==> src/rtl/ysyx_23060201_lsu_if.sv <==
`default_nettype none
// ============================================================================
// Module      : ysyx_23060201_lsu_if
// Description : Bundle of the LSU's three handshake channels: the EXU-side
//               input, the memory request/response bus and the GPR write-back.
//               "slave" is the LSU's view, "master" is the surrounding
//               pipeline/bus view.
// Revision    : 1.0 - initial release
// ============================================================================
interface ysyx_23060201_lsu_if;
    // EXU -> LSU
    logic        in_valid;
    logic        in_ready;
    logic        in_ren;
    logic        in_wen;
    logic        in_gpr_wen;
    logic [2:0]  in_func3;
    logic [4:0]  in_rd;
    logic [31:0] in_alu_res;
    logic [31:0] in_wdata;
    // LSU <-> memory bus
    logic        mem_req_valid;
    logic        mem_req_ready;
    logic        mem_req_wen;
    logic [31:0] mem_req_addr;
    logic [31:0] mem_req_wdata;
    logic [3:0]  mem_req_wmask;
    logic        mem_rsp_valid;
    logic [31:0] mem_rsp_rdata;
    // LSU -> register file
    logic        out_valid;
    logic        out_ready;
    logic        out_gpr_wen;
    logic [4:0]  out_waddr;
    logic [31:0] out_wdata;
    logic        out_err;

    modport slave (
        input  in_valid, in_ren, in_wen, in_gpr_wen, in_func3, in_rd,
               in_alu_res, in_wdata,
        output in_ready,
        output mem_req_valid, mem_req_wen, mem_req_addr, mem_req_wdata,
               mem_req_wmask,
        input  mem_req_ready, mem_rsp_valid, mem_rsp_rdata,
        output out_valid, out_gpr_wen, out_waddr, out_wdata, out_err,
        input  out_ready
    );

    modport master (
        output in_valid, in_ren, in_wen, in_gpr_wen, in_func3, in_rd,
               in_alu_res, in_wdata,
        input  in_ready,
        input  mem_req_valid, mem_req_wen, mem_req_addr, mem_req_wdata,
               mem_req_wmask,
        output mem_req_ready, mem_rsp_valid, mem_rsp_rdata,
        input  out_valid, out_gpr_wen, out_waddr, out_wdata, out_err,
        output out_ready
    );
endinterface
`default_nettype wire

==> src/rtl/ysyx_23060201_lsu.sv <==
`default_nettype none
// ============================================================================
// Module      : ysyx_23060201_lsu
// Description : Single-outstanding load/store unit. Aligns store lanes,
//               extracts/extends load data, detects illegal/misaligned
//               accesses and bus timeouts, and produces the GPR write-back.
// Revision    : 1.0 - initial release
// ============================================================================
module ysyx_23060201_lsu #(
    parameter int TIMEOUT_CYC = 1023
) (
    input  logic               clk,
    input  logic               rst_n,
    ysyx_23060201_lsu_if.slave bus
);
    localparam int CNT_W = $clog2(TIMEOUT_CYC + 1);

    typedef enum logic [1:0] {
        S_IDLE = 2'd0,
        S_REQ  = 2'd1,
        S_WAIT = 2'd2,
        S_RESP = 2'd3
    } state_t;

    state_t           state_q, state_d;
    logic [CNT_W-1:0] cnt_q, cnt_d;
    logic [2:0]       func3_q, func3_d;
    logic [1:0]       off_q, off_d;
    logic             req_wen_q, req_wen_d;
    logic [31:0]      req_addr_q, req_addr_d;
    logic [31:0]      req_wdata_q, req_wdata_d;
    logic [3:0]       req_wmask_q, req_wmask_d;
    logic             out_gpr_wen_q, out_gpr_wen_d;
    logic [4:0]       out_waddr_q, out_waddr_d;
    logic [31:0]      out_wdata_q, out_wdata_d;
    logic             out_err_q, out_err_d;

    logic [3:0]       st_mask;
    logic [31:0]      st_data;
    logic             acc_bad;
    logic [7:0]       ld_byte;
    logic [15:0]      ld_half;
    logic [31:0]      ld_data;
    logic             tmo_hit;

    // Store lane placement and legality/alignment decode of the incoming op
    always_comb begin
        st_mask = 4'b0000;
        st_data = bus.in_wdata;
        case (bus.in_func3[1:0])
            2'b00: begin
                st_mask = 4'b0001 << bus.in_alu_res[1:0];
                st_data = {4{bus.in_wdata[7:0]}};
            end
            2'b01: begin
                st_mask = 4'b0011 << {bus.in_alu_res[1], 1'b0};
                st_data = {2{bus.in_wdata[15:0]}};
            end
            2'b10:   st_mask = 4'b1111;
            default: st_mask = 4'b0000;
        endcase

        acc_bad = 1'b0;
        if (bus.in_ren && bus.in_wen) begin
            acc_bad = 1'b1;
        end else if (bus.in_ren) begin
            acc_bad = !(bus.in_func3 inside {3'b000, 3'b001, 3'b010, 3'b100, 3'b101});
        end else begin
            acc_bad = !(bus.in_func3 inside {3'b000, 3'b001, 3'b010});
        end
        if (bus.in_func3[1:0] == 2'b01 && bus.in_alu_res[0])
            acc_bad = 1'b1;
        if (bus.in_func3[1:0] == 2'b10 && bus.in_alu_res[1:0] != 2'b00)
            acc_bad = 1'b1;
    end

    // Load byte/half selection and sign/zero extension of the returned word
    always_comb begin
        case (off_q)
            2'd0:    ld_byte = bus.mem_rsp_rdata[7:0];
            2'd1:    ld_byte = bus.mem_rsp_rdata[15:8];
            2'd2:    ld_byte = bus.mem_rsp_rdata[23:16];
            default: ld_byte = bus.mem_rsp_rdata[31:24];
        endcase
        ld_half = off_q[1] ? bus.mem_rsp_rdata[31:16] : bus.mem_rsp_rdata[15:0];
        case (func3_q)
            3'b000:  ld_data = {{24{ld_byte[7]}}, ld_byte};
            3'b001:  ld_data = {{16{ld_half[15]}}, ld_half};
            3'b100:  ld_data = {24'd0, ld_byte};
            3'b101:  ld_data = {16'd0, ld_half};
            default: ld_data = bus.mem_rsp_rdata;
        endcase
    end

    // Counter started at REQ entry; this is the TIMEOUT_CYC-th REQ/WAIT cycle
    assign tmo_hit = (cnt_q >= CNT_W'(TIMEOUT_CYC - 1));

    // Next-state and next-data logic of the transaction FSM
    always_comb begin
        state_d       = state_q;
        cnt_d         = cnt_q;
        func3_d       = func3_q;
        off_d         = off_q;
        req_wen_d     = req_wen_q;
        req_addr_d    = req_addr_q;
        req_wdata_d   = req_wdata_q;
        req_wmask_d   = req_wmask_q;
        out_gpr_wen_d = out_gpr_wen_q;
        out_waddr_d   = out_waddr_q;
        out_wdata_d   = out_wdata_q;
        out_err_d     = out_err_q;

        unique case (state_q)
            S_IDLE: begin
                if (bus.in_valid) begin
                    func3_d       = bus.in_func3;
                    off_d         = bus.in_alu_res[1:0];
                    out_waddr_d   = bus.in_rd;
                    out_wdata_d   = bus.in_alu_res;
                    out_gpr_wen_d = 1'b0;
                    out_err_d     = 1'b0;
                    if (!bus.in_ren && !bus.in_wen) begin
                        out_gpr_wen_d = bus.in_gpr_wen;
                        state_d       = S_RESP;
                    end else if (acc_bad) begin
                        out_err_d = 1'b1;
                        state_d   = S_RESP;
                    end else begin
                        req_wen_d   = bus.in_wen;
                        req_addr_d  = {bus.in_alu_res[31:2], 2'b00};
                        req_wdata_d = bus.in_wen ? st_data : 32'd0;
                        req_wmask_d = bus.in_wen ? st_mask : 4'b0000;
                        cnt_d       = '0;
                        state_d     = S_REQ;
                    end
                end
            end
            S_REQ: begin
                cnt_d = cnt_q + 1'b1;
                if (bus.mem_req_ready) begin
                    state_d = S_WAIT;
                end else if (tmo_hit) begin
                    out_err_d = 1'b1;
                    state_d   = S_RESP;
                end
            end
            S_WAIT: begin
                cnt_d = cnt_q + 1'b1;
                if (bus.mem_rsp_valid) begin
                    out_gpr_wen_d = !req_wen_q;
                    if (!req_wen_q)
                        out_wdata_d = ld_data;
                    state_d = S_RESP;
                end else if (tmo_hit) begin
                    out_err_d = 1'b1;
                    state_d   = S_RESP;
                end
            end
            S_RESP: begin
                if (bus.out_ready)
                    state_d = S_IDLE;
            end
        endcase
    end

    // State and datapath registers, cleared asynchronously
    always_ff @(posedge clk or negedge rst_n) begin
        if (!rst_n) begin
            state_q       <= S_IDLE;
            cnt_q         <= '0;
            func3_q       <= 3'd0;
            off_q         <= 2'd0;
            req_wen_q     <= 1'b0;
            req_addr_q    <= 32'd0;
            req_wdata_q   <= 32'd0;
            req_wmask_q   <= 4'd0;
            out_gpr_wen_q <= 1'b0;
            out_waddr_q   <= 5'd0;
            out_wdata_q   <= 32'd0;
            out_err_q     <= 1'b0;
        end else begin
            state_q       <= state_d;
            cnt_q         <= cnt_d;
            func3_q       <= func3_d;
            off_q         <= off_d;
            req_wen_q     <= req_wen_d;
            req_addr_q    <= req_addr_d;
            req_wdata_q   <= req_wdata_d;
            req_wmask_q   <= req_wmask_d;
            out_gpr_wen_q <= out_gpr_wen_d;
            out_waddr_q   <= out_waddr_d;
            out_wdata_q   <= out_wdata_d;
            out_err_q     <= out_err_d;
        end
    end

    assign bus.in_ready      = (state_q == S_IDLE);
    assign bus.mem_req_valid = (state_q == S_REQ);
    assign bus.mem_req_wen   = req_wen_q;
    assign bus.mem_req_addr  = req_addr_q;
    assign bus.mem_req_wdata = req_wdata_q;
    assign bus.mem_req_wmask = req_wmask_q;
    assign bus.out_valid     = (state_q == S_RESP);
    assign bus.out_gpr_wen   = out_gpr_wen_q;
    assign bus.out_waddr     = out_waddr_q;
    assign bus.out_wdata     = out_wdata_q;
    assign bus.out_err       = out_err_q;
endmodule
`default_nettype wire
==> src/flat_wrapper.sv <==
// flat-port wrapper written by rule: the top's interface ports become plain ports
module ysyx_23060201_lsu_flat 
#(
    parameter int TIMEOUT_CYC = 1023
)
  (clk, rst_n, bus_in_valid, bus_in_ren, bus_in_wen, bus_in_gpr_wen, bus_in_func3, bus_in_rd, bus_in_alu_res, bus_in_wdata, bus_in_ready, bus_mem_req_valid, bus_mem_req_wen, bus_mem_req_addr, bus_mem_req_wdata, bus_mem_req_wmask, bus_mem_req_ready, bus_mem_rsp_valid, bus_mem_rsp_rdata, bus_out_valid, bus_out_gpr_wen, bus_out_waddr, bus_out_wdata, bus_out_err, bus_out_ready);
  ysyx_23060201_lsu_if bus_i ();
  input  logic clk;
  input  logic rst_n;
  input wire logic [$bits(bus_i.in_valid)-1:0] bus_in_valid;
  input wire logic [$bits(bus_i.in_ren)-1:0] bus_in_ren;
  input wire logic [$bits(bus_i.in_wen)-1:0] bus_in_wen;
  input wire logic [$bits(bus_i.in_gpr_wen)-1:0] bus_in_gpr_wen;
  input wire logic [$bits(bus_i.in_func3)-1:0] bus_in_func3;
  input wire logic [$bits(bus_i.in_rd)-1:0] bus_in_rd;
  input wire logic [$bits(bus_i.in_alu_res)-1:0] bus_in_alu_res;
  input wire logic [$bits(bus_i.in_wdata)-1:0] bus_in_wdata;
  output wire logic [$bits(bus_i.in_ready)-1:0] bus_in_ready;
  output wire logic [$bits(bus_i.mem_req_valid)-1:0] bus_mem_req_valid;
  output wire logic [$bits(bus_i.mem_req_wen)-1:0] bus_mem_req_wen;
  output wire logic [$bits(bus_i.mem_req_addr)-1:0] bus_mem_req_addr;
  output wire logic [$bits(bus_i.mem_req_wdata)-1:0] bus_mem_req_wdata;
  output wire logic [$bits(bus_i.mem_req_wmask)-1:0] bus_mem_req_wmask;
  input wire logic [$bits(bus_i.mem_req_ready)-1:0] bus_mem_req_ready;
  input wire logic [$bits(bus_i.mem_rsp_valid)-1:0] bus_mem_rsp_valid;
  input wire logic [$bits(bus_i.mem_rsp_rdata)-1:0] bus_mem_rsp_rdata;
  output wire logic [$bits(bus_i.out_valid)-1:0] bus_out_valid;
  output wire logic [$bits(bus_i.out_gpr_wen)-1:0] bus_out_gpr_wen;
  output wire logic [$bits(bus_i.out_waddr)-1:0] bus_out_waddr;
  output wire logic [$bits(bus_i.out_wdata)-1:0] bus_out_wdata;
  output wire logic [$bits(bus_i.out_err)-1:0] bus_out_err;
  input wire logic [$bits(bus_i.out_ready)-1:0] bus_out_ready;
  assign bus_i.in_valid = bus_in_valid;
  assign bus_i.in_ren = bus_in_ren;
  assign bus_i.in_wen = bus_in_wen;
  assign bus_i.in_gpr_wen = bus_in_gpr_wen;
  assign bus_i.in_func3 = bus_in_func3;
  assign bus_i.in_rd = bus_in_rd;
  assign bus_i.in_alu_res = bus_in_alu_res;
  assign bus_i.in_wdata = bus_in_wdata;
  assign bus_in_ready = bus_i.in_ready;
  assign bus_mem_req_valid = bus_i.mem_req_valid;
  assign bus_mem_req_wen = bus_i.mem_req_wen;
  assign bus_mem_req_addr = bus_i.mem_req_addr;
  assign bus_mem_req_wdata = bus_i.mem_req_wdata;
  assign bus_mem_req_wmask = bus_i.mem_req_wmask;
  assign bus_i.mem_req_ready = bus_mem_req_ready;
  assign bus_i.mem_rsp_valid = bus_mem_rsp_valid;
  assign bus_i.mem_rsp_rdata = bus_mem_rsp_rdata;
  assign bus_out_valid = bus_i.out_valid;
  assign bus_out_gpr_wen = bus_i.out_gpr_wen;
  assign bus_out_waddr = bus_i.out_waddr;
  assign bus_out_wdata = bus_i.out_wdata;
  assign bus_out_err = bus_i.out_err;
  assign bus_i.out_ready = bus_out_ready;
  ysyx_23060201_lsu #(.TIMEOUT_CYC(TIMEOUT_CYC)) u_core (.clk(clk), .rst_n(rst_n), .bus(bus_i));
endmodule
==> config.mk <==
export PLATFORM = sky130hd
export DESIGN_NAME = ysyx_23060201_lsu_flat
export DESIGN_NICKNAME = d
export VERILOG_FILES = /design/src/rtl/ysyx_23060201_lsu_if.sv /design/src/rtl/ysyx_23060201_lsu.sv /design/src/flat_wrapper.sv
export SDC_FILE = /design/constraint.sdc
export NUM_CORES = 1
export LEC_CHECK = 0
export CAP_MARGIN = 25
export CORE_ASPECT_RATIO = 2
export CORE_UTILIZATION = 25
export CTS_BUF_LIST = sky130_fd_sc_hd__clkbuf_2 sky130_fd_sc_hd__clkbuf_4 sky130_fd_sc_hd__clkbuf_8
export DETAILED_ROUTE_END_ITERATION = 10
export PLACE_DENSITY_LB_ADDON = 0.2
export SETUP_SLACK_MARGIN = 0.02
export SYNTH_ARGS = -nofsm -noshare
export SYNTH_HDL_FRONTEND = slang
export SYNTH_SLANG_ARGS = --single-unit
==> constraint.sdc <==
create_clock -name clk -period 7.35 [get_ports clk]
set_clock_uncertainty 0.2 [all_clocks]
set_input_delay 0.735 -clock clk [delete_from_list [all_inputs] [get_ports clk]]
set_output_delay 0.735 -clock clk [all_outputs]
set_load 0.05 [all_outputs]
======== Word level (Yosys, flattened, before mapping) ========
Index checks and enable logic that the tools add are counted.
operators by class
  add/subtract/negate cells ............... 1
  magnitude comparators ................... 1
  equality and inequality tests ........... 22
  shifts and indexed selects .............. 2
  mux-type cells .......................... 38
  bitwise gates (word level) .............. 2
  reduce and logical (&&, ||, !) cells .... 28
operators by type and width
  kind                                                       number
  two-way mux 32 bit                                         4
  case mux 32 bit (2 select lines)                           2
  case mux 32 bit (4 select lines)                           1
  two-way mux 10 bit                                         3
  case mux 8 bit (3 select lines)                            1
  case mux 10 bit (2 select lines)                           1
  two-way mux 16 bit                                         1
  AND reduction 4 bit                                        4
  two-way mux 2 bit                                          7
  inequality test 2 bit, second input constant               7
  two-way mux 1 bit                                          13
  equality test 3 bit, second input constant                 4
  case mux 4 bit (3 select lines)                            1
  adder 10 x 1 -> 10 bit, second input constant              1
  greater-or-equal comparator 10 bit, second input constant  1
  equality test 2 bit, second input constant                 4
  case mux 2 bit (4 select lines)                            1
  equality test 2 x 1 -> 1 bit, second input constant        3
  equality test 3 x 1 -> 1 bit, second input constant        2
  zero test 2 bit                                            3
  zero test 3 bit                                            2
  nonzero test 2 bit                                         3
  nonzero test 3 bit                                         2
  zero test 1 bit                                            5
  other kinds (13)                                           18
storage, ports and cells
  bits in registers ....................... 123
  input bits .............................. 113
  output and inout bits ................... 111
  word-level logic and storage cells ...... 106

======== Depth between registers and ports, before layout ========
Gate-level depths: netlist of run 1.
  word-level depth ........................ 11
  mapped depth ............................ 9
  depth with buffers taken out ............ 6

======== Worst setup path after synthesis of run 1 ========
OpenSTA, ideal clock, no wires.
  path kind ............................... register to register
  start point ............................. reg u_core.state_q[0]
  end point ............................... reg u_core.out_wdata_q[7], in the netlist u_core.bus.out_wdata[7]
  library setup time ...................... 77 ps
  arrival time ............................ 2440 ps
  data required time ...................... 7073 ps
  setup slack ............................. 4633 ps
  stages on the path, launching flop included .. 9
  period minus slack after synthesis ...... 2717 ps
  path through ............................ dfrtp_1 > inv_1 > ha_1 > buf_2 > mux2i_1 > a21o_1 > clkbuf_1 > nand2_1 > a21oi_1
between the ends
  longest elaborated chain between the ends .. 3
ends and longest elaborated chain
  item                                                                          RTL line                  RTL
  start: declaration                                                            ysyx_23060201_lsu.sv:25   state_t state_q, state_d;
  start signal: assignment                                                      ysyx_23060201_lsu.sv:182  state_q <= state_d;
  zero test 2 bit *                                                             -
  named net bus_in_ready                                                        flat_wrapper.sv:18        output wire logic [$bits(bus_i.in_ready)-1:0] bus_in_ready;
  inequality test 2 bit (no line) / nonzero test 2 bit (equally long branches)  -
  AND reduction 4 bit (no line)                                                 -
  end signal: assignment                                                        ysyx_23060201_lsu.sv:192  out_wdata_q <= out_wdata_d;
  end: declaration                                                              ysyx_23060201_lsu.sv:35   logic [31:0] out_wdata_q, out_wdata_d;
Mark *: on every way through the listed nets, which the timed path passes. The rest lies on a longest branch.
A chain may end at the register's enable or synchronous reset.

======== Final worst setup path of run 1 ========
  start point ............................. in bus_in_func3[0]
  end point ............................... reg u_core.req_wmask_q[0], in the netlist u_core.bus.mem_req_wmask[0]
between the ends
  longest elaborated chain between the ends .. 9
ends and longest elaborated chain
  item                                                             RTL line                                          RTL
  start: declaration                                               flat_wrapper.sv:14                                input wire logic [$bits(bus_i.in_func3)-1:0] bus_in_func3;
  equality test 3 x 1 -> 1 bit (tied with other cells)             ysyx_23060201_lsu.sv:67, ysyx_23060201_lsu.sv:69
  nonzero test 5 bit / nonzero test 3 bit (equally long branches)  ysyx_23060201_lsu.sv:67, ysyx_23060201_lsu.sv:69
  zero test 1 bit (on tied branches)                               ysyx_23060201_lsu.sv:67, ysyx_23060201_lsu.sv:69
  two-way mux 1 bit                                                ysyx_23060201_lsu.sv:66                           end else if (bus.in_ren) begin
  two-way mux 1 bit                                                ysyx_23060201_lsu.sv:64                           if (bus.in_ren && bus.in_wen) begin
  two-way mux 1 bit                                                ysyx_23060201_lsu.sv:71                           if (bus.in_func3[1:0] == 2'b01 && bus.in_alu_res[0])
  two-way mux 1 bit                                                ysyx_23060201_lsu.sv:73                           if (bus.in_func3[1:0] == 2'b10 && bus.in_alu_res[1:0] != 2'b00)
  inverter 1 bit (no line)                                         -
  AND reduction 4 bit (no line)                                    -
  end signal: assignment                                           ysyx_23060201_lsu.sv:189                          req_wmask_q <= req_wmask_d;
  end: declaration                                                 ysyx_23060201_lsu.sv:32                           logic [3:0] req_wmask_q, req_wmask_d;
Parallel ways exist; a longest one is shown, timed or not.

==> impl_results.md, run 1 <==
* Ys Warns at 0
* Postcts setup bufs at 0
* Vias post-DR at 5,922
* Leading area contributor after synthesis: dfrtp_1
* Worst Hold Class: input port to asynchronous set/reset pin
* FP Rows at 81
* Antenna violations before repair at 1
* Count of input and output buffers at 221
* Num CTS Buffers at 17
* Status: completed
* Worst skew pair latency at 0.46 ns
* Pin count of the biggest net entering global routing at 64
* CTS tree: done
* Clock tree sinks at 123
* Die ar. at 25,800 um2
* Initial Util at 25.6%
* Die H at 226 um
* Max Fclk at 269 MHz
* GRT Resource Usage Total at 19.6%
* Crit path max fanout at 50
* First-pass GRT wire length at 36,900 um
* Synth Cell Area at 6270 um2
* Worst path slowest cell: or4_2
* CP required at 7.52 ns
* Routability Congestion at 0.809
* Layout cells sized above 1 at 9.06%
* Yosys top cell area share at 49.1%
* Final ANT Viol Nets at 0
* Min Tclk post-route at 3.72 ns
* RSZ-0062 raised after global routing: no
* Crit start category: input port
* Post-Route WL at 24,400 um
* Top FF cell, synth: dfrtp_1
* H-tree levels at 4
* Synth Register Bits at 123
* Max-slew violations at 0
* Synth unique cells at 50
* Clock buffer depth at 2
* PD cells at 481 nW/um2
* Worst R2R Start: u_core.state_q[1]
* Io pins at 224
* Crit Path Category: input port to flip-flop
* # setup viols final at 0
* Core box area at 24,500 um2
* 1st-pass router iterations at 4
* FFs w/ async S/R, synth at 100%
* Mapped Cells at 710
* Crit share post-route at 50.6%
* GR Overflow Total at 0
* CP max stage delay at 0.99 ns
* Delay-heaviest family, CP: buffers and inverters
* Synth area leaders: dfrtp_1 (49%), nand2_1 (12%), mux2_2 (5.6%)
* Leak at 4.02 nW
* Max-cap violations at 0
* Crit path DAT at 3.89 ns
* Post-CTS resize count at 0
* Clock transition at path regs at 0.08 ns
* Least-Margin Pin Slew at 0.983 ns
* Final-report hold violation count at 0
* Initial drt markers at 319
* Area growth, synth to finish at 46.4%
* Sequential-to-total area share from yosys stat at 49.1%
* Post-placement setup slack at 3.08 ns
* Vias in the first global route at 6,179
* Via density at 4.70
* CP bufs+invs at 2
* Worst setup EP type: flip-flop
* Clock root buffer: clkbuf_8
* Placed wire-length estimate at 17,900 um
* Worst slew margin at 34.3%
* Crit path launch: bus_in_func3[0]
* Quantity of hold-fixing buffers added after cts at 0
* Synth Area per Inst at 8.83 um2
* Drt wl/cell at 19.3 um
* Number of flops mapped to enable cells by yosys at 0
* Worst setup margin at 3.63 ns
* Chip width at 114 um
* Post-route DRC at 0
* Final nets at 1,034
* CP Cell Sequence: clkdlybuf4s50_1 -> o41a_1 -> or4_2 -> buf_4 -> o31ai_1
* Total negative slack at 0 ns
* Max VDD drop at 0.155 mV
==> cell type report <==
type,instances,area (um2)
clock buffer,20,275
inverter,11,41.3
fill,2556,15300
multi-input combinational,529,2970
tap,332,415
clock inverter,11,96.3
timing repair buffer,233,2300
sequential,123,3080
antenna,1,2.50
==> placed cells by master, fill, tap and decap left out, types with 2 or more instances in the layout <==
master	synthesis	routed
a21oi_1	28	27
a31oi_1	2	2
dfrtp_1	123	123
or4_1	4	3
mux2i_1	24	23
nand4_1	4	4
clkbuf_8	0	20
clkinv_2	0	5
nor3_1	24	24
clkdlybuf4s50_1	0	220
and3b_1	2	2
mux2_2	31	31
and3_1	3	3
clkinvlp_4	0	2
o21a_1	2	2
nand2_1	202	202
o221a_2	2	2
o221ai_1	6	6
ha_1	6	6
o41a_1	3	3
buf_4	2	12
o21ai_0	31	31
or3_1	2	2
nand2b_1	4	4
nor2_1	46	46
a2bb2oi_1	2	2
inv_1	11	11
o31ai_1	5	5
nor2b_1	13	13
o22ai_1	7	7
conb_1	1	2
a21o_1	2	2
a211oi_1	18	18
and4_1	2	2
clkinv_4	0	3
nand3_1	36	36
==> flip-flops by register name (all words and copies together) (netlist names) <==
name,cells
u_core.bus.mem_req_wen,1
u_core.bus.mem_req_wdata,32
u_core.cnt_q,10
u_core.func3_q,3
u_core.bus.out_wdata,32
u_core.bus.mem_req_wmask,4
u_core.bus.out_gpr_wen,1
u_core.bus.out_err,1
u_core.bus.mem_req_addr,30
u_core.off_q,2
u_core.state_q,2
u_core.bus.out_waddr,5
==> per-stage QoR <==
step                      utilization, %  hold WS (ns)  std cells  area (um2)  power, W
after floorplan                        -         0.239        711        6270   0.00289
after global placement              35.9         0.251       1227        8800   0.00385
after detailed placement            35.9         0.260       1228        8810   0.00387
after CTS                           37.4        0.0607       1259        9180   0.00447
after global routing                37.4        0.0859       1260        9180   0.00467
final                               37.4        0.0745       1260        9180   0.00442
==> per-layer routing <==
metal	global-route usage (%)	up-vias	wire length [um]
li1	-	2850	-
met1	19.5	2848	8610
met2	37.0	183	13700
met3	3.73	41	1020
met4	11.2	0	1040
met5	0	-	0
==> worst paths after layout <==
path	end	slack, ns	depth (start not counted)
max	u_core.bus.mem_req_wmask[0]	3.63	5
min reg2reg	u_core.bus.mem_req_wdata[9]	0.27	2
min in group clk	u_core.bus.mem_req_wdata[9]	0.27	2
max in group asynchronous	u_core.bus.mem_req_addr[12]	5.58	2
min	u_core.bus.mem_req_addr[6]	0.07	1
max reg2reg	u_core.bus.mem_req_wmask[0]	4.38	7
==> logic make-up (layout without fill, tap and decap cells) <==
family,after synthesis,in the layout,synth area share [%]
AOI/OAI and AO/OA,117,117,12.1
DFF,123,123,49.1
and+or+nand+nor,348,348,23.9
buffers and inverters,59,275,3.85
adders and majority gates,6,6,1.20
other,1,3,0.0598
muxes,56,56,9.76
==> synthesized netlist by cell type, types with 2 or more instances <==
master,instances
nand2_1,202
dfrtp_1,123
nor2_1,46
nand3_1,36
mux2_2,31
o21ai_0,31
clkbuf_1,30
a21oi_1,28
mux2i_1,24
nor3_1,24
a211oi_1,18
nor2b_1,13
inv_1,11
buf_2,9
o22ai_1,7
buf_1,6
ha_1,6
o221ai_1,6
o31ai_1,5
nand2b_1,4
nand4_1,4
or4_1,4
and3_1,3
o41a_1,3
a21o_1,2
a2bb2oi_1,2
a31oi_1,2
and3b_1,2
and4_1,2
buf_4,2
nor4_1,2
o21a_1,2
o221a_2,2
or3_1,2
==> power by group <==
part           leakage (nW)  internal [W]  total, W  switching (W)
Combinational          2.29      0.000875   0.00264        0.00177
Sequential             1.53      0.000977   0.00119       0.000209
Clock                 0.190      0.000290  0.000586       0.000296
Total                  4.02       0.00214   0.00442        0.00227
Power figures use the tool's default switching activity.
==> run 2, diff against run 1 <==
- clock period: 7.35 -> 3.7 ns (I/O delays scaled with it)
==> impl_results.md, run 2 (synthesis results as in run 1) <==
* Status: completed (unchanged)
* Worst slew margin at 50.4% (was 34.3%)
* Placed wire-length estimate at 18,400 um (was 17,900 um)
* Clock root buffer: clkbuf_8 (unchanged)
* First-pass GRT wire length at 36,500 um (was 36,900 um)
* GR Layer Usage met1 at 19.7% (was 19.5%)
* Hold Worst Slack at 0.267 ns (was 0.0745 ns)
* Die H at 226 um (unchanged)
* Switch share at 50.9% (was 51.5%)
* Crit path max fanout at 11 (was 50)
* Clock buffer depth at 2 (unchanged)
* Cell count after placement at 1,235 (was 1,228)
* Postcts setup bufs at 0 (unchanged)
* Antenna violations before repair at 2 (was 1)
* Design area at 9290 um2 (was 9180 um2)
* CTS tree: done (unchanged)
* FP Rows at 81 (unchanged)
* Leak at 4.06 nW (was 4.02 nW)
* Worst setup EP type: output pin (was flip-flop)
* Num CTS Buffers at 17 (unchanged)
* Chip width at 114 um (unchanged)
* Commonest non-fill, non-tap cell in the layout: clkdlybuf4s50_1 (unchanged)
* Post-placement setup slack at 0.645 ns (was 3.08 ns)
* Min Tclk post-route at 2.93 ns
* Final-report hold violation count at 0 (unchanged)
* Die ar. at 25,800 um2 (unchanged)
* 1st-pass router iterations at 4 (unchanged)
* GR Overflow Total at 0 (unchanged)
* Drt wl/cell at 19.2 um (was 19.3 um)
* Post-Route WL at 24,300 um (was 24,400 um)
* Worst Hold Class: input port to asynchronous set/reset pin (unchanged)
* Clock Power Share at 14.1% (was 13.3%)
* Post-Place Cell Area at 8870 um2 (was 8810 um2)
* Clock tree sinks at 123 (unchanged)
* H-tree levels at 4 (unchanged)
* Met2 Use GR at 37.1% (was 37.0%)
* Max VDD drop at 0.393 mV (was 0.155 mV)
* RSZ-0062 raised after global routing: no (unchanged)
* Via density at 4.66 (was 4.70)
* Crit share post-route at 79.2%
* Max-slew violations at 0 (unchanged)
* Count of input and output buffers at 221 (unchanged)
* Area growth, synth to finish at 48.2% (was 46.4%)
* Crit start category: flip-flop (was input port)
* Crit Path Category: flip-flop to output pin (was input port to flip-flop)
* Worst reg2reg endpoint: u_core.cnt_q[6] (was u_core.bus.mem_req_wmask[0])
* Max Fclk at 341 MHz
* Routability Congestion at 0.822 (was 0.809)
* Worst skew pair latency at 0.46 ns (about the same)
* Reg2Reg Depth at 7 (unchanged)
* Total negative slack at 0 ns (unchanged)
* Critical Path Sink: bus_in_ready (was u_core.bus.mem_req_wmask[0])
* Comb pwr share at 59.6% (was 59.8%)
* CP required at 3.13 ns (was 7.52 ns)
* Met3 Use GR at 3.68% (was 3.73%)
* # setup viols final at 0 (unchanged)
* Final nets at 1,042 (was 1,034)
* Worst R2R Start: u_core.state_q[1] (unchanged)
* Final ANT Viol Nets at 0 (unchanged)
* Crit path launch: u_core.state_q[1] (was bus_in_func3[0])
* Crit path DAT at 2.36 ns (was 3.89 ns)
* Least-Margin Pin Slew at 0.741 ns (was 0.983 ns)
* Initial Util at 25.6% (unchanged)
* Most frequent cells in the layout: clkdlybuf4s50_1 (220), nand2_1 (202), dfrtp_1 (123) (unchanged)
* Reg power frac at 26.3% (was 26.9%)
* Initial drt markers at 238 (was 319)
* Reg2Reg Setup Slack at 0.90 ns (was 4.38 ns)
* Vias post-DR at 5,923 (was 5,922)
* Vias in the first global route at 6,134 (was 6,179)
* Post-route DRC at 0 (unchanged)
* Worst setup margin at 0.769 ns (was 3.63 ns)
* GRT Resource Usage Total at 19.4% (was 19.6%)
* PD cells at 955 nW/um2 (was 481 nW/um2)
* Layout cells sized above 1 at 9.83% (was 9.06%)
* Pin count of the biggest net entering global routing at 59 (was 64)
* Core box area at 24,500 um2 (unchanged)
* Max-cap violations at 0 (unchanged)
* Post-Layout Cell Count at 1,270 (was 1,260)
* Global-route layer with the greatest usage: met2 (unchanged)
* Clock transition at path regs at 0.07 ns (was 0.08 ns)
* NetSw at 0.00452 W (was 0.00227 W)
* P_int at 0.00436 W (was 0.00214 W)
* Io pins at 224 (unchanged)
==> run 2: how the worst min path moves through the flow <==
stage                             from                     endpoint
finish                           rst_n  u_core.bus.mem_req_addr[31]
floorplan                        rst_n  u_core.bus.mem_req_addr[10]
global placement                 rst_n           u_core.bus.out_err
CTS                 bus_in_alu_res[25]  u_core.bus.mem_req_addr[25]
global route        bus_in_alu_res[29]  u_core.bus.mem_req_addr[29]
detailed placement               rst_n            u_core.state_q[0]
==> run 2: worst max-delay path, stage by stage (launching register included) <==
cell and delay, ns:
dfrtp_1 0.43, inv_1 0.10, ha_1 0.48, clkdlybuf4s50_1 0.90
==> run 2: per-stage QoR <==
stage	power, W	util, %
3_5_place_dp	0.00771	36.2
4_1_cts	0.00900	37.9
3_3_place_gp	0.00769	36.2
2_1_floorplan	0.00575	-
6_report	0.00888	37.9
5_1_grt	0.00939	37.9
==> run 2: layout make-up <==
class,instances,area (um2)
inverters,11,41.3
clock buffers,22,290
flip-flops and latches,123,3080
well taps,332,415
repair buffers,241,2380
multi-input cells,529,2970
diodes,2,5.00
fillers,2543,15200
clock inverters,10,116
==> run 2: timing repair <==
| action | CTS | global route |
|---|---|---|
| endpoints found under the hold margin | 55 | 0 |
| resized for setup | 0 | 0 |
| hold buffers | 1 | 0 |
==> run 2: routing by layer <==
metal  routed length (um)  up-vias
met5                    0        -
met4                  879        0
met3                  886       37
met2                13800      174
met1                 8760     2843
li1                     -     2869
==> run 2: power groups by stage <==
stage          logic [W]  registers, W  clock network (W)
3_5_place_dp     0.00535       0.00237                  0
2_1_floorplan    0.00162       0.00412                  0
5_1_grt          0.00561       0.00242            0.00136
6_report         0.00529       0.00234            0.00125
4_1_cts          0.00535       0.00235            0.00130
3_3_place_gp     0.00532       0.00237                  0
